$ cat config.mk
export PLATFORM = sky130hd
export DESIGN_NAME = ram_dp_hs_flat
export DESIGN_NICKNAME = d
export VERILOG_FILES = /design/src/rtl/ram_pkg.sv /design/src/rtl/ram_dp_hs_if.sv /design/src/rtl/ram_core.sv /design/src/rtl/ram_dp_hs.sv /design/src/flat_wrapper.sv
export SDC_FILE = /design/constraint.sdc
export NUM_CORES = 1
export LEC_CHECK = 0
export ABC_CLOCK_PERIOD_IN_PS = 3050
export CAP_MARGIN = 20
export CORE_MARGIN = 4
export CORE_UTILIZATION = 56
export CTS_CLUSTER_DIAMETER = 150
export DETAILED_ROUTE_END_ITERATION = 8
export PLACE_DENSITY = 0.83
export SYNTH_ARGS = -nofsm -noshare
export SYNTH_HDL_FRONTEND = slang
export SYNTH_HIERARCHICAL = 1
export SYNTH_SLANG_ARGS = --single-unit
$ cat constraint.sdc
create_clock -name clock -period 3.05 [get_ports clock]
set_input_delay 0.4575 -clock clock [delete_from_list [all_inputs] [get_ports clock]]
set_output_delay 0.4575 -clock clock [all_outputs]
set_load 0.01 [all_outputs]
$ cat src/rtl/ram_pkg.sv
// Shared types and helpers for the handshaked dual-port RAM.
// Holds the init/run state encoding, collision-policy constants and even parity.
package ram_pkg;

    typedef enum logic {
        INIT = 1'b0,
        RUN  = 1'b1
    } state_t;

    localparam int WRITE_FIRST_C = 1;
    localparam int READ_FIRST_C  = 0;

    // Even parity bit: makes the total count of ones (data + bit) even.
    function automatic logic even_parity(input logic [63:0] word);
        return ^word;
    endfunction

endpackage

$ cat src/rtl/ram_dp_hs_if.sv
// Write/read request and response signals of the handshaked dual-port RAM.
// The master drives requests; the slave (the RAM) drives readiness and read results.
interface ram_dp_hs_if #(
    parameter int DATA_W = 8,
    parameter int ADDR_W = 4
);
    logic              write;
    logic [ADDR_W-1:0] WriteAddr;
    logic [DATA_W-1:0] WriteData;
    logic              WriteReady;
    logic              read;
    logic [ADDR_W-1:0] ReadAddr;
    logic              ReadReady;
    logic [DATA_W-1:0] ReadData;
    logic              ReadValid;
    logic              ReadErr;
    logic              InitDone;

    modport master (
        output write, WriteAddr, WriteData, read, ReadAddr,
        input  WriteReady, ReadReady, ReadData, ReadValid, ReadErr, InitDone
    );

    modport slave (
        input  write, WriteAddr, WriteData, read, ReadAddr,
        output WriteReady, ReadReady, ReadData, ReadValid, ReadErr, InitDone
    );
endinterface

$ cat src/rtl/ram_core.sv
// Bare storage array with one write port and one registered read port.
// Read data appears one cycle after re; no reset so the array maps onto block RAM.
module ram_core #(
    parameter int WORD_W = 8,
    parameter int ADDR_W = 4,
    parameter int DEPTH  = 16
) (
    input  logic              clock,
    input  logic              we,
    input  logic [ADDR_W-1:0] waddr,
    input  logic [WORD_W-1:0] wdata,
    input  logic              re,
    input  logic [ADDR_W-1:0] raddr,
    output logic [WORD_W-1:0] rdata
);

    logic [WORD_W-1:0] mem [0:DEPTH-1];

    // Same-edge read of a written address returns the old word (read-first).
    always_ff @(posedge clock) begin
        if (we) mem[waddr] <= wdata;
        if (re) rdata <= mem[raddr];
    end

endmodule

$ cat src/rtl/ram_dp_hs.sv
// Dual-port RAM with valid/ready ports, DEPTH-cycle init sweep after reset; RAM_PARITY_EN adds a parity bit per word.
// Read latency READ_LAT (1 or 2) cycles; both ports are not-ready during init and always ready afterwards.
module ram_dp_hs
    import ram_pkg::*;
#(
    parameter int                DATA_W      = 8,
    parameter int                ADDR_W      = 4,
    parameter int                DEPTH       = 16,
    parameter int                READ_LAT    = 1,
    parameter int                WRITE_FIRST = WRITE_FIRST_C,
    parameter logic [DATA_W-1:0] INIT_VALUE  = '0
) (
    input logic        clock,
    input logic        reset,
    ram_dp_hs_if.slave bus
);

    if (READ_LAT != 1 && READ_LAT != 2) begin : g_bad_lat
        $error("ram_dp_hs: READ_LAT must be 1 or 2");
    end

`ifdef RAM_PARITY_EN
    localparam int MEM_W = DATA_W + 1;
`else
    localparam int MEM_W = DATA_W;
`endif
    localparam logic [ADDR_W:0] DEPTH_L = (ADDR_W + 1)'(DEPTH);

    typedef struct packed {
        logic              vld;
        logic              err;
        logic [DATA_W-1:0] dat;
    } rd_beat_t;

    state_t            state;
    logic [ADDR_W-1:0] init_cnt;
    logic              run_q;

    always_ff @(posedge clock or negedge reset) begin
        if (!reset) begin
            state    <= INIT;
            init_cnt <= '0;
            run_q    <= 1'b0;
        end else begin
            case (state)
                INIT: begin
                    if (init_cnt == ADDR_W'(DEPTH - 1)) begin
                        state <= RUN;
                        run_q <= 1'b1;
                    end else begin
                        init_cnt <= init_cnt + ADDR_W'(1);
                    end
                end
                default: ;
            endcase
        end
    end

    assign bus.WriteReady = run_q;
    assign bus.ReadReady  = run_q;
    assign bus.InitDone   = run_q;

    logic [MEM_W-1:0] wr_word, init_word, core_wdat, core_rdat;
`ifdef RAM_PARITY_EN
    assign wr_word   = {even_parity(64'(bus.WriteData)), bus.WriteData};
    assign init_word = {even_parity(64'(INIT_VALUE)), INIT_VALUE};
`else
    assign wr_word   = bus.WriteData;
    assign init_word = INIT_VALUE;
`endif

    logic wr_acc, rd_acc, rd_in_range, collide;
    assign wr_acc      = bus.write && run_q && ({1'b0, bus.WriteAddr} < DEPTH_L);
    assign rd_acc      = bus.read && run_q;
    assign rd_in_range = {1'b0, bus.ReadAddr} < DEPTH_L;
    assign collide     = wr_acc && rd_acc && (bus.WriteAddr == bus.ReadAddr);

    logic              core_we;
    logic [ADDR_W-1:0] core_waddr;
    assign core_we    = (state == INIT) || wr_acc;
    assign core_waddr = (state == INIT) ? init_cnt : bus.WriteAddr;
    assign core_wdat  = (state == INIT) ? init_word : wr_word;

    ram_core #(
        .WORD_W (MEM_W),
        .ADDR_W (ADDR_W),
        .DEPTH  (DEPTH)
    ) u_core (
        .clock (clock),
        .we    (core_we),
        .waddr (core_waddr),
        .wdata (core_wdat),
        .re    (rd_acc && rd_in_range),
        .raddr (bus.ReadAddr),
        .rdata (core_rdat)
    );

    // Side-band for the word the core is fetching: out-of-range and write-first bypass.
    logic             s1_vld, s1_oor, s1_byp;
    logic [MEM_W-1:0] s1_wdat;
    always_ff @(posedge clock or negedge reset) begin
        if (!reset) begin
            s1_vld  <= 1'b0;
            s1_oor  <= 1'b0;
            s1_byp  <= 1'b0;
            s1_wdat <= '0;
        end else begin
            s1_vld <= rd_acc;
            s1_oor <= !rd_in_range;
            s1_byp <= collide && (WRITE_FIRST == WRITE_FIRST_C);
            if (collide) s1_wdat <= wr_word;
        end
    end

    logic [MEM_W-1:0] s1_word;
    logic             par_err;
    assign s1_word = s1_oor ? '0 : (s1_byp ? s1_wdat : core_rdat);
`ifdef RAM_PARITY_EN
    assign par_err = ^s1_word;
`else
    assign par_err = 1'b0;
`endif

    rd_beat_t beat1, beat_in, out_q;
    assign beat1 = '{vld: s1_vld, err: s1_vld && par_err, dat: s1_word[DATA_W-1:0]};

    if (READ_LAT == 2) begin : g_lat2
        rd_beat_t mid_q;
        always_ff @(posedge clock or negedge reset) begin
            if (!reset) mid_q <= '0;
            else        mid_q <= beat1;
        end
        assign beat_in = mid_q;
    end else begin : g_lat1
        assign beat_in = beat1;
    end

    // Data only loads on a valid beat so ReadData holds between reads.
    always_ff @(posedge clock or negedge reset) begin
        if (!reset) begin
            out_q <= '0;
        end else begin
            out_q.vld <= beat_in.vld;
            out_q.err <= beat_in.vld && beat_in.err;
            if (beat_in.vld) out_q.dat <= beat_in.dat;
        end
    end

    assign bus.ReadValid = out_q.vld;
    assign bus.ReadErr   = out_q.err;
    assign bus.ReadData  = out_q.dat;

endmodule

$ cat src/flat_wrapper.sv
// flat-port wrapper written by rule: the top's interface ports become plain ports
module ram_dp_hs_flat import ram_pkg::*;
#(
    parameter int                DATA_W      = 8,
    parameter int                ADDR_W      = 4,
    parameter int                DEPTH       = 16,
    parameter int                READ_LAT    = 1,
    parameter int                WRITE_FIRST = WRITE_FIRST_C,
    parameter logic [DATA_W-1:0] INIT_VALUE  = '0
)
  (clock, reset, bus_write, bus_WriteAddr, bus_WriteData, bus_read, bus_ReadAddr, bus_WriteReady, bus_ReadReady, bus_ReadData, bus_ReadValid, bus_ReadErr, bus_InitDone);
  ram_dp_hs_if #(.DATA_W(DATA_W), .ADDR_W(ADDR_W)) bus_i ();
  input logic clock;
  input logic reset;
  input wire logic [$bits(bus_i.write)-1:0] bus_write;
  input wire logic [$bits(bus_i.WriteAddr)-1:0] bus_WriteAddr;
  input wire logic [$bits(bus_i.WriteData)-1:0] bus_WriteData;
  input wire logic [$bits(bus_i.read)-1:0] bus_read;
  input wire logic [$bits(bus_i.ReadAddr)-1:0] bus_ReadAddr;
  output wire logic [$bits(bus_i.WriteReady)-1:0] bus_WriteReady;
  output wire logic [$bits(bus_i.ReadReady)-1:0] bus_ReadReady;
  output wire logic [$bits(bus_i.ReadData)-1:0] bus_ReadData;
  output wire logic [$bits(bus_i.ReadValid)-1:0] bus_ReadValid;
  output wire logic [$bits(bus_i.ReadErr)-1:0] bus_ReadErr;
  output wire logic [$bits(bus_i.InitDone)-1:0] bus_InitDone;
  assign bus_i.write = bus_write;
  assign bus_i.WriteAddr = bus_WriteAddr;
  assign bus_i.WriteData = bus_WriteData;
  assign bus_i.read = bus_read;
  assign bus_i.ReadAddr = bus_ReadAddr;
  assign bus_WriteReady = bus_i.WriteReady;
  assign bus_ReadReady = bus_i.ReadReady;
  assign bus_ReadData = bus_i.ReadData;
  assign bus_ReadValid = bus_i.ReadValid;
  assign bus_ReadErr = bus_i.ReadErr;
  assign bus_InitDone = bus_i.InitDone;
  ram_dp_hs #(.DATA_W(DATA_W), .ADDR_W(ADDR_W), .DEPTH(DEPTH), .READ_LAT(READ_LAT), .WRITE_FIRST(WRITE_FIRST), .INIT_VALUE(INIT_VALUE)) u_core (.clock(clock), .reset(reset), .bus(bus_i));
endmodule
==> flow_metrics.py, run 1 <==
metrics = {
    "outcome": {
        "outcome": "completed",
    },
    "die": {
        "dieArea_um2": 13220,
        "boundaryPins": 33,
        "fp.dieW_um": 115.0,
        "die_h_um": 115.0,
        "rows": 38,
        "design.core.area_um2": 11030,
        "initial_utilization_pct": 58.11,
    },
    "route": {
        "antenna_left": 0,
        "drtIter0Drc": 400,
        "wl_um": 12770,
        "via_per_inst": 6.187,
        "vias": 3304,
        "first_pass_iters": 5,
        "wire_per_inst_um": 23.92,
        "drc": 0,
    },
    "critical_path": {
        "cp_data_required_time_ns": 3.10,
        "cp-start-kind": "flip-flop",
        "end_kind": "flip-flop",
        "cp_max_fo": 17,
        "path_cells": "nor2b_1, a21o_1, nand3b_1, nor2_1",
        "slowest_stage": "nor2_1",
        "path_class": "reg -> reg",
        "arrival_ns": 2.40,
        "worst_path_largest_cell_delay_ns": 0.69,
    },
    "logic_synthesis": {
        "synth-compound-area-share_pct": 3.182,
        "yosys_warnings": 6,
        "yosys.area_share.simple_pct": 4.919,
        "synth_cells": 333,
        "yosysSeqAreaShare_pct": 73.47,
        "synth_xor_area_share_pct": 0.6832,
        "synth_area_um2": 6410,
        "synthesis.nets": 354,
        "synth_top_family_by_area": "multiplexers",
        "postSynthAreaPerCell_um2": 19.25,
        "yosys_register_bits": 161,
        "yosysUniqueCellTypes": 34,
        "synth_adder_area_share_pct": 0.1952,
        "synthMuxAreaShare_pct": 15.24,
    },
    "timing": {
        "worst_slew_pin_slew_ns": 0.8295,
        "maxSlewViolCount": 0,
        "hold_viol_final": 0,
        "finalWorstSetupSlack_ns": 0.6981,
        "timing.final.crit_share_pct": 77.11,
        "setup_violations": 0,
        "finClkSkew_ns": 0.01416,
        "clock.fmax_mhz": 425.2,
        "fin_crit_ns": 2.352,
        "setup_tns_ns": 0,
        "rsz0062_at_grt": "false",
        "slew_headroom_pct": 44.49,
    },
    "placement": {
        "dp_hpwl_um": 7884,
        "io_buffers": 31,
        "gp_congestion": 0.8908,
        "pre_cts_ws_ns": 0.5874,
    },
    "cts": {
        "clock_path_buffers": 2,
        "h-tree-depth": 4,
        "root_buffer": "clkbuf_16",
        "clock_sinks": 161,
        "cts_tree": "yes",
        "insertion_delay_ns": 0.43,
        "cts_buffers": 17,
        "cts_setup_buffers": 0,
        "ctsResizeCount": 0,
        "cts_hold_buf": 0,
        "clk_pin_slew_ns": 0.06,
    },
    "power_and_ir_drop": {
        "leakage_nw": 2.602,
        "powerDensity_nw_per_um2": 656.0,
        "ir_drop_mv": 0.5609,
    },
    "global_routing": {
        "grt_pass1_vias": 3328,
        "grt_usage_pct": 20.91,
        "grt_max_degree": 34,
        "grt.overflow.total": 0,
        "grt_pass1_wl_um": 19700,
        "antenna_found_initial": 0,
    },
    "finish": {
        "layout_common_cells": "136 x edfxtp_1, 30 x clkdlybuf4s50_1, 25 x dfrtp_1",
        "utilization_pct": 68.00,
        "final_common_cell": "edfxtp_1",
        "nFillCells": 682,
        "nets": 402,
        "num_antenna_cells": 0,
        "drive_above_1_share_pct": 20.30,
        "syn_to_final_growth_pct": 17.02,
    },
    "run": {
        "drv_cap": 0,
    },
    "min_path": {
        "hold_path.class": "in -> async",
    },
}
## report_power, final
| group | internal (mW) | switching (mW) | total [mW] | leakage (nW) |
|---|---|---|---|---|
| sequential | 2.45 | 0.0282 | 2.48 | 1.52 |
| clock | 1.29 | 0.863 | 2.16 | 0.286 |
| combinational | 0.132 | 0.155 | 0.288 | 0.794 |
| total | 3.87 | 1.05 | 4.92 | 2.60 |
## cell families after synthesis
logic type,count (synthesis)
adders and majority gates,1
muxes,51
and+or+nand+nor,61
other,1
xor gates and xnor gates,5
AOI/OAI and AO/OA,31
DFF,161
buffers and inverters,22
## worst max-delay path: cells and delay by family, from the launching register on
kind | cells | cell delay (ns)
compound gates | 1 | 0.23
flops | 1 | 0.66
simple gates | 3 | 1.09
## flip-flops by register name (all words and copies together) (netlist names), 4 cells and up
signal,flops
u_core/bus.ReadData,8
u_core/init_cnt,4
u_core/s1_wdat,8
u_core/u_core/mem,128
u_core/u_core/rdata,8
## per-stage QoR
step | instance area [µm²] | cells | hold WS, ns | power [mW]
CTS | 7501 | 534 | 0.3919 | 4.950
detailed placement | 6894 | 502 | 0.4982 | 2.805
finish | 7501 | 534 | 0.4027 | 4.920
floorplan | 6410 | 333 | 0.1619 | 2.680
global placement | 6894 | 502 | 0.4898 | 2.793
global route | 7501 | 534 | 0.4146 | 5.077
## area by class of cell
type                       instances  area [µm²]  share of cell area [%]
multi-input combinational        150        1556                   20.75
timing repair buffer              47       437.9                   5.838
clock inverter                    15       181.4                   2.419
clock buffer                      17       425.4                   5.671
sequential                       161        4710                   62.79
inverter                           4       15.01                  0.2002
tap                              140       175.2                   2.335
## path summary, 6_finish.rpt
path	end	cells after the start	from	slack, ns
setup / recovery	u_core/u_core/mem[11][6]	4	u_core/state	0.70
hold / removal	u_core/bus.ReadData[3]	2	reset	0.40
setup reg to reg	u_core/u_core/mem[11][6]	4	u_core/state	0.70
hold reg to reg	u_core/s1_wdat[1]	1	u_core/s1_wdat[1]	0.51
max in group asynchronous	u_core/s1_vld	2	reset	2.40
min in group clock	u_core/s1_wdat[1]	1	u_core/s1_wdat[1]	0.51
## cells in the mapped netlist
master,n,share of area (%)
nor3_1,5,0.39
conb_1,1,0.059
or3b_2,1,0.14
nand4_4,1,0.33
nand2_1,12,0.70
clkbuf_1,4,0.23
edfxtp_1,136,64
and2_1,10,0.98
a31o_2,1,0.14
mux2i_1,8,1.2
clkdlybuf4s25_2,3,0.47
inv_1,4,0.23
nor2_1,21,1.2
and2b_1,1,0.12
mux4_2,18,6.3
buf_6,3,0.53
buf_4,4,0.47
nand3b_1,2,0.23
xnor2_1,1,0.14
ha_1,1,0.20
nand3_1,2,0.16
o21ai_0,1,0.078
nor3_2,1,0.16
mux4_1,14,5.7
nand2b_1,2,0.20
a21o_1,1,0.12
a22oi_1,16,1.9
xor2_1,4,0.55
dfrtp_1,25,9.8
a31oi_1,2,0.20
nor2b_1,3,0.29
a21oi_1,10,0.78
mux2_2,11,1.9
buf_2,4,0.31
## per-layer routing
metal,wire length [µm],global-route usage [%]
met5,0,0
met4,320,8.685
met3,993,6.421
met2,6287,31.71
met1,5169,28.63
Note: power is estimated with default switching activity, not from simulation.
==> run 2, diff against run 1 <==
--- a/config.mk
+++ b/config.mk
@@ -5,13 +5,13 @@
 export SDC_FILE = /design/constraint.sdc
 export NUM_CORES = 1
 export LEC_CHECK = 0
-export ABC_CLOCK_PERIOD_IN_PS = 3050
+export ABC_CLOCK_PERIOD_IN_PS = 1950
 export CAP_MARGIN = 20
 export CORE_MARGIN = 4
-export CORE_UTILIZATION = 56
+export CORE_UTILIZATION = 54
 export CTS_CLUSTER_DIAMETER = 150
 export DETAILED_ROUTE_END_ITERATION = 8
-export PLACE_DENSITY = 0.83
+export PLACE_DENSITY = 0.84
 export SYNTH_ARGS = -nofsm -noshare
 export SYNTH_HDL_FRONTEND = slang
 export SYNTH_HIERARCHICAL = 1
==> constraint.sdc (replaced) <==
create_clock -name clock -period 1.95 [get_ports clock]
set_input_delay 0.2925 -clock clock [delete_from_list [all_inputs] [get_ports clock]]
set_output_delay 0.2925 -clock clock [all_outputs]
set_load 0.01 [all_outputs]
==> run 2 against run 1 <==
  * Via count grew 1.9%
  * Critical path depth grew 1
  * Sequential share of layout area is 2.2 points lower
  * Combinational power up 74%
  * Cell area rose by 3.6%
  * Sequential power rose by 56%
  * Routed wire length is 2.8% higher
  * Cell count rose by 5.8%
  * Flip-flop and latch count unchanged
  * Critical path type unchanged
  * Largest power group unchanged
==> flow_metrics.py, run 2 (same netlist as run 1, synthesis figures left out) <==
metrics = {
    "outcome": {
        "outcome": "completed",
    },
    "min_path": {
        "hold_path.class": "in -> async",
    },
    "critical_path": {
        "end_kind": "flip-flop",
        "path_class": "reg -> reg",
        "cp_data_required_time_ns": 2.09,
        "cp_max_fo": 8,
        "cp-start-kind": "flip-flop",
        "arrival_ns": 1.98,
        "critical_path.startpoint": "u_core/init_cnt[2]",
        "r2r-start": "u_core/init_cnt[2]",
    },
    "timing": {
        "maxSlewViolCount": 0,
        "rsz0062_at_grt": "false",
        "hold_viol_final": 0,
        "slew_headroom_pct": 54.53,
        "worst_slew_pin_slew_ns": 0.6806,
        "fin_crit_ns": 1.840,
        "setup_violations": 0,
        "clock.fmax_mhz": 543.5,
        "setup_tns_ns": 0,
        "finClkSkew_ns": 0.006824,
        "timing.final.crit_share_pct": 94.35,
    },
    "global_routing": {
        "grt_pass1_vias": 3515,
        "grt_usage_pct": 20.86,
        "antenna_found_initial": 0,
        "grt_pass1_wl_um": 20020,
        "grt_max_degree": 32,
        "grt.overflow.total": 0,
    },
    "cts": {
        "clock_path_buffers": 2,
        "cts_hold_buf": 0,
        "clk_pin_slew_ns": 0.06,
        "cts_tree": "yes",
        "cts_buffers": 17,
        "h-tree-depth": 4,
        "root_buffer": "clkbuf_16",
        "insertion_delay_ns": 0.42,
        "clock_sinks": 161,
    },
    "power_and_ir_drop": {
        "ir_drop_mv": 1.148,
        "powerDensity_nw_per_um2": 959.8,
        "total_power_mw": 7.459,
        "leakage_nw": 2.744,
    },
    "die": {
        "die_h_um": 117.0,
        "initial_utilization_pct": 55.66,
        "fp.dieW_um": 117.0,
        "dieArea_um2": 13680,
        "design.core.area_um2": 11520,
        "rows": 39,
        "boundaryPins": 33,
    },
    "route": {
        "wl_um": 13120,
        "drtIter0Drc": 278,
        "wl_met1_um": 5189,
        "drc": 0,
        "via_per_inst": 5.958,
        "highest_layer": "met4",
        "antenna_left": 0,
        "wl_met3_um": 798,
        "vias": 3366,
        "wire_per_inst_um": 23.23,
        "first_pass_iters": 4,
        "wl_met2_um": 6816,
    },
    "placement": {
        "gp_congestion": 0.8219,
        "dp_hpwl_um": 8284,
        "dpl.cell_count": 533,
        "post_dp_cell_area_um2": 7207,
        "io_buffers": 31,
    },
    "finish": {
        "syn_to_final_growth_pct": 21.24,
        "finalInstanceArea_um2": 7771,
        "drive_above_1_share_pct": 27.73,
        "largest_register_ffs": 128,
        "fin_cells": 565,
        "final_common_cell": "edfxtp_1",
        "layout_common_cells": "136 x edfxtp_1, 38 x buf_4, 30 x clkdlybuf4s50_1",
        "num_antenna_cells": 0,
        "nets": 430,
        "largest-register": "u_core/u_core/mem",
    },
    "run": {
        "drv_cap": 0,
    },
}
==> run 2: cell count changes in the layout (fill, tap and decap cells not counted), sizes merged <==
| cell | delta |
|---|---|
| buf | +28 |
| clkinv | +2 |
| bufinv | -2 |
| clkbuf | +1 |
| inv | -1 |
==> run 2: cell type report <==
cell class                      count  area [µm²]
Sequential cell                   161        4711
Fill cell                         724        3745
Multi-Input combinational cell    150        1595
Timing Repair Buffer               75       710.7
Clock buffer                       18       429.2
Tap cell                          143       178.9
Clock inverter                     14       131.4
Inverter                            4       15.01
==> run 2: per-stage QoR <==
step | util, % | hold slack, ns | setup WS (ns)
2_1_floorplan | - | -0.003091 | 0.01060
3_3_place_gp | 62.58 | 0.4878 | -0.1430
3_5_place_dp | 62.58 | 0.5020 | -0.1374
4_1_cts | 67.45 | 0.2451 | 0.05764
5_1_grt | 67.48 | 0.2539 | 0.01107
6_report | 67.48 | 0.2477 | 0.1102
==> run 2: timing repair <==
action / CTS / global route
setup endpoints to repair: 0 / 8
resized for setup: 0 / 2
buffers inserted: 0 / 0
==> run 2: path summary, 6_finish.rpt <==
check | to | slack, ns | depth (start not counted)
setup / recovery | u_core/u_core/mem[0][0] | 0.11 | 5
hold / removal | u_core/s1_byp | 0.25 | 2
setup reg to reg | u_core/u_core/mem[0][0] | 0.11 | 5
hold reg to reg | u_core/s1_wdat[7] | 0.51 | 1
max in group asynchronous | u_core/state | 1.44 | 2
min in group clock | u_core/s1_wdat[7] | 0.51 | 1
==> run 2: power breakdown <==
group / internal [mW] / leakage, nW / switching (mW)
sequential: 3.83 / 1.52 / 0.0460
clock: 1.77 / 0.265 / 1.32
combinational: 0.246 / 0.957 / 0.254
total: 5.84 / 2.74 / 1.62
==> run 2: worst max-delay path, stage by stage (launching register included) <==
cell	delay (ns)
dfrtp_1	0.41
nor2b_1	0.17
a21o_1	0.17
or3b_4	0.44
nor3_4	0.21
buf_12	0.15
==> run 2: per-layer routing <==
metal / GRT usage, % / up-vias
li1: - / 1487
met1: 27.40 / 1717
met2: 33.75 / 136
met3: 5.501 / 26
met4: 8.180 / 0
met5: 0 / -
==> run 3, diff against run 2 <==
--- a/config.mk
+++ b/config.mk
@@ -6,8 +6,7 @@
 export NUM_CORES = 1
 export LEC_CHECK = 0
 export ABC_CLOCK_PERIOD_IN_PS = 1950
-export CAP_MARGIN = 20
-export CORE_MARGIN = 4
+export CAP_MARGIN = 25
 export CORE_UTILIZATION = 54
 export CTS_CLUSTER_DIAMETER = 150
 export DETAILED_ROUTE_END_ITERATION = 8
==> run 3 against run 2 <==
  * The run now ends with DRC left
  * Highest routed layer unchanged
  * Hold slack lost 0.0050 ns
  * Combinational power about the same
  * Die area decreased by 10%
  * Clock power rose by 6%
  * Total power up 2.7%
  * Non-clock buffer count rose by 4
  * Sequential share of layout area down 0.45 points
  * Cell count is 0.71% higher
==> flow_metrics.py, run 3 (same netlist as run 1, synthesis figures left out) <==
metrics = {
    "outcome": {
        "outcome": "finished, violations left",
        "failed_checks": "DRC",
    },
    "die": {
        "design.core.area_um2": 11520,
        "initial_utilization_pct": 55.66,
        "die_h_um": 111.0,
        "boundaryPins": 33,
        "fp.dieW_um": 111.0,
        "dieArea_um2": 12310,
        "rows": 39,
    },
    "power_and_ir_drop": {
        "p_comb_share_pct": 6.6,
        "leakage_nw": 2.778,
        "ir_drop_mv": 1.025,
        "total_power_mw": 7.661,
        "switching_share_pct": 20.13,
        "internal-power_mw": 6.119,
        "p_switching_mw": 1.542,
        "seqPwrFrac_pct": 50.6,
        "powerDensity_nw_per_um2": 978.6,
        "clockPowerShare_pct": 42.9,
    },
    "route": {
        "wl_um": 13010,
        "wire_per_inst_um": 22.87,
        "via_per_inst": 5.975,
        "first_pass_iters": 6,
        "antenna_left": 0,
        "drc": 7,
        "vias": 3400,
        "drtIter0Drc": 289,
    },
    "finish": {
        "largest-register": "u_core/u_core/mem",
        "largest_register_ffs": 128,
        "layout_common_cells": "136 x edfxtp_1, 42 x buf_4, 30 x clkdlybuf4s50_1",
        "multi_input_area_um2": 1593,
        "final_common_cell": "edfxtp_1",
        "num_antenna_cells": 0,
        "nFillCells": 720,
        "drive_above_1_share_pct": 27.70,
        "seq_area_um2": 4711,
        "syn_to_final_growth_pct": 22.14,
        "nets": 434,
    },
    "critical_path": {
        "end_kind": "flip-flop",
        "path_class": "reg -> reg",
        "cp-start-kind": "flip-flop",
        "cp_max_fo": 8,
        "cp_data_required_time_ns": 2.08,
        "arrival_ns": 1.98,
    },
    "timing": {
        "slew_headroom_pct": 54.25,
        "worst_slew_pin_slew_ns": 0.6848,
        "hold_slack_ns": 0.2427,
        "maxSlewViolCount": 0,
        "clock.fmax_mhz": 540.9,
        "hold_viol_final": 0,
        "timing.final.crit_share_pct": 94.81,
        "finClkSkew_ns": 0.01195,
        "setup_violations": 0,
        "fin_crit_ns": 1.849,
        "rsz0062_at_grt": "false",
    },
    "cts": {
        "h-tree-depth": 4,
        "clock_sinks": 161,
        "root_buffer": "clkbuf_16",
        "insertion_delay_ns": 0.42,
        "cts_buffers": 17,
        "clock_path_buffers": 2,
        "clk_pin_slew_ns": 0.06,
        "cts_hold_buf": 0,
        "cts_tree": "yes",
    },
    "global_routing": {
        "grt.overflow.total": 0,
        "grt_pass1_vias": 3520,
        "grt_pass1_wl_um": 19980,
        "grt_usage_pct": 22.84,
        "antenna_found_initial": 0,
        "grt_max_degree": 28,
    },
    "run": {
        "drv_cap": 0,
    },
    "placement": {
        "io_buffers": 31,
        "gp_congestion": 0.7897,
        "dp_hpwl_um": 8514,
    },
    "min_path": {
        "hold_path.class": "in -> async",
    },
}
==> run 3: final timing paths <==
kind	from	end	slack [ns]	cells after the start
worst max-delay path	u_core/init_cnt[2]	u_core/u_core/mem[0][2]	0.10	5
worst min-delay path	reset	u_core/s1_wdat[1]	0.24	2
worst max register to register	u_core/init_cnt[2]	u_core/u_core/mem[0][2]	0.10	5
worst min register to register	u_core/s1_wdat[2]	u_core/s1_wdat[2]	0.51	1
max in group asynchronous	reset	u_core/state	1.44	2
min in group clock	u_core/s1_wdat[2]	u_core/s1_wdat[2]	0.51	1
==> run 3: critical path, stage by stage (launching register included) <==
cell and delay, ns:
dfrtp_1 0.40, nor2b_1 0.16, a21o_1 0.17, or3b_4 0.45, nor3_4 0.22, buf_12 0.16
==> run 3: metrics by stage <==
stage	TNS, ns	cell area [µm²]	utilization (%)	worst slack, ns	cells
after floorplan	0	6447	-	0.01060	333
after global placement	-1.926	7237	62.84	-0.1640	537
after detailed placement	-4.016	7237	62.84	-0.1675	537
after CTS	0	7828	67.97	0.02690	569
after global routing	0	7829	67.98	0.02281	569
final	0	7829	67.98	0.1011	569
==> run 3: repair_timing <==
item,in CTS,in global routing
resized for setup,0,1
buffers inserted,0,0
endpoints found under the setup margin,0,28
==> run 3: layout make-up <==
cell class                 count  area share, %
sequential                   161          60.17
multi-input combinational    150          20.35
timing repair buffer          79          9.461
clock buffer                  22          5.802
tap                          143          2.285
clock inverter                10          1.742
inverter                       4         0.1918
==> run 3: power by group through the flow <==
stage | clock network [mW] | registers, mW | logic (mW)
after floorplan | 0 | 3.93 | 0.265
after global placement | 0 | 3.94 | 0.481
after detailed placement | 0 | 3.95 | 0.503
after CTS | 3.34 | 3.88 | 0.504
after global routing | 3.48 | 3.88 | 0.536
final | 3.28 | 3.87 | 0.503
==> run 3: metal layers <==
layer  routed length [µm]  GRT usage, %  up-vias
met5                    0             0        -
met4                  239         9.772        0
met3                  907         6.342       23
met1                 5255         29.60     1753
li1                     -             -     1483
met2                 6609         36.60      141
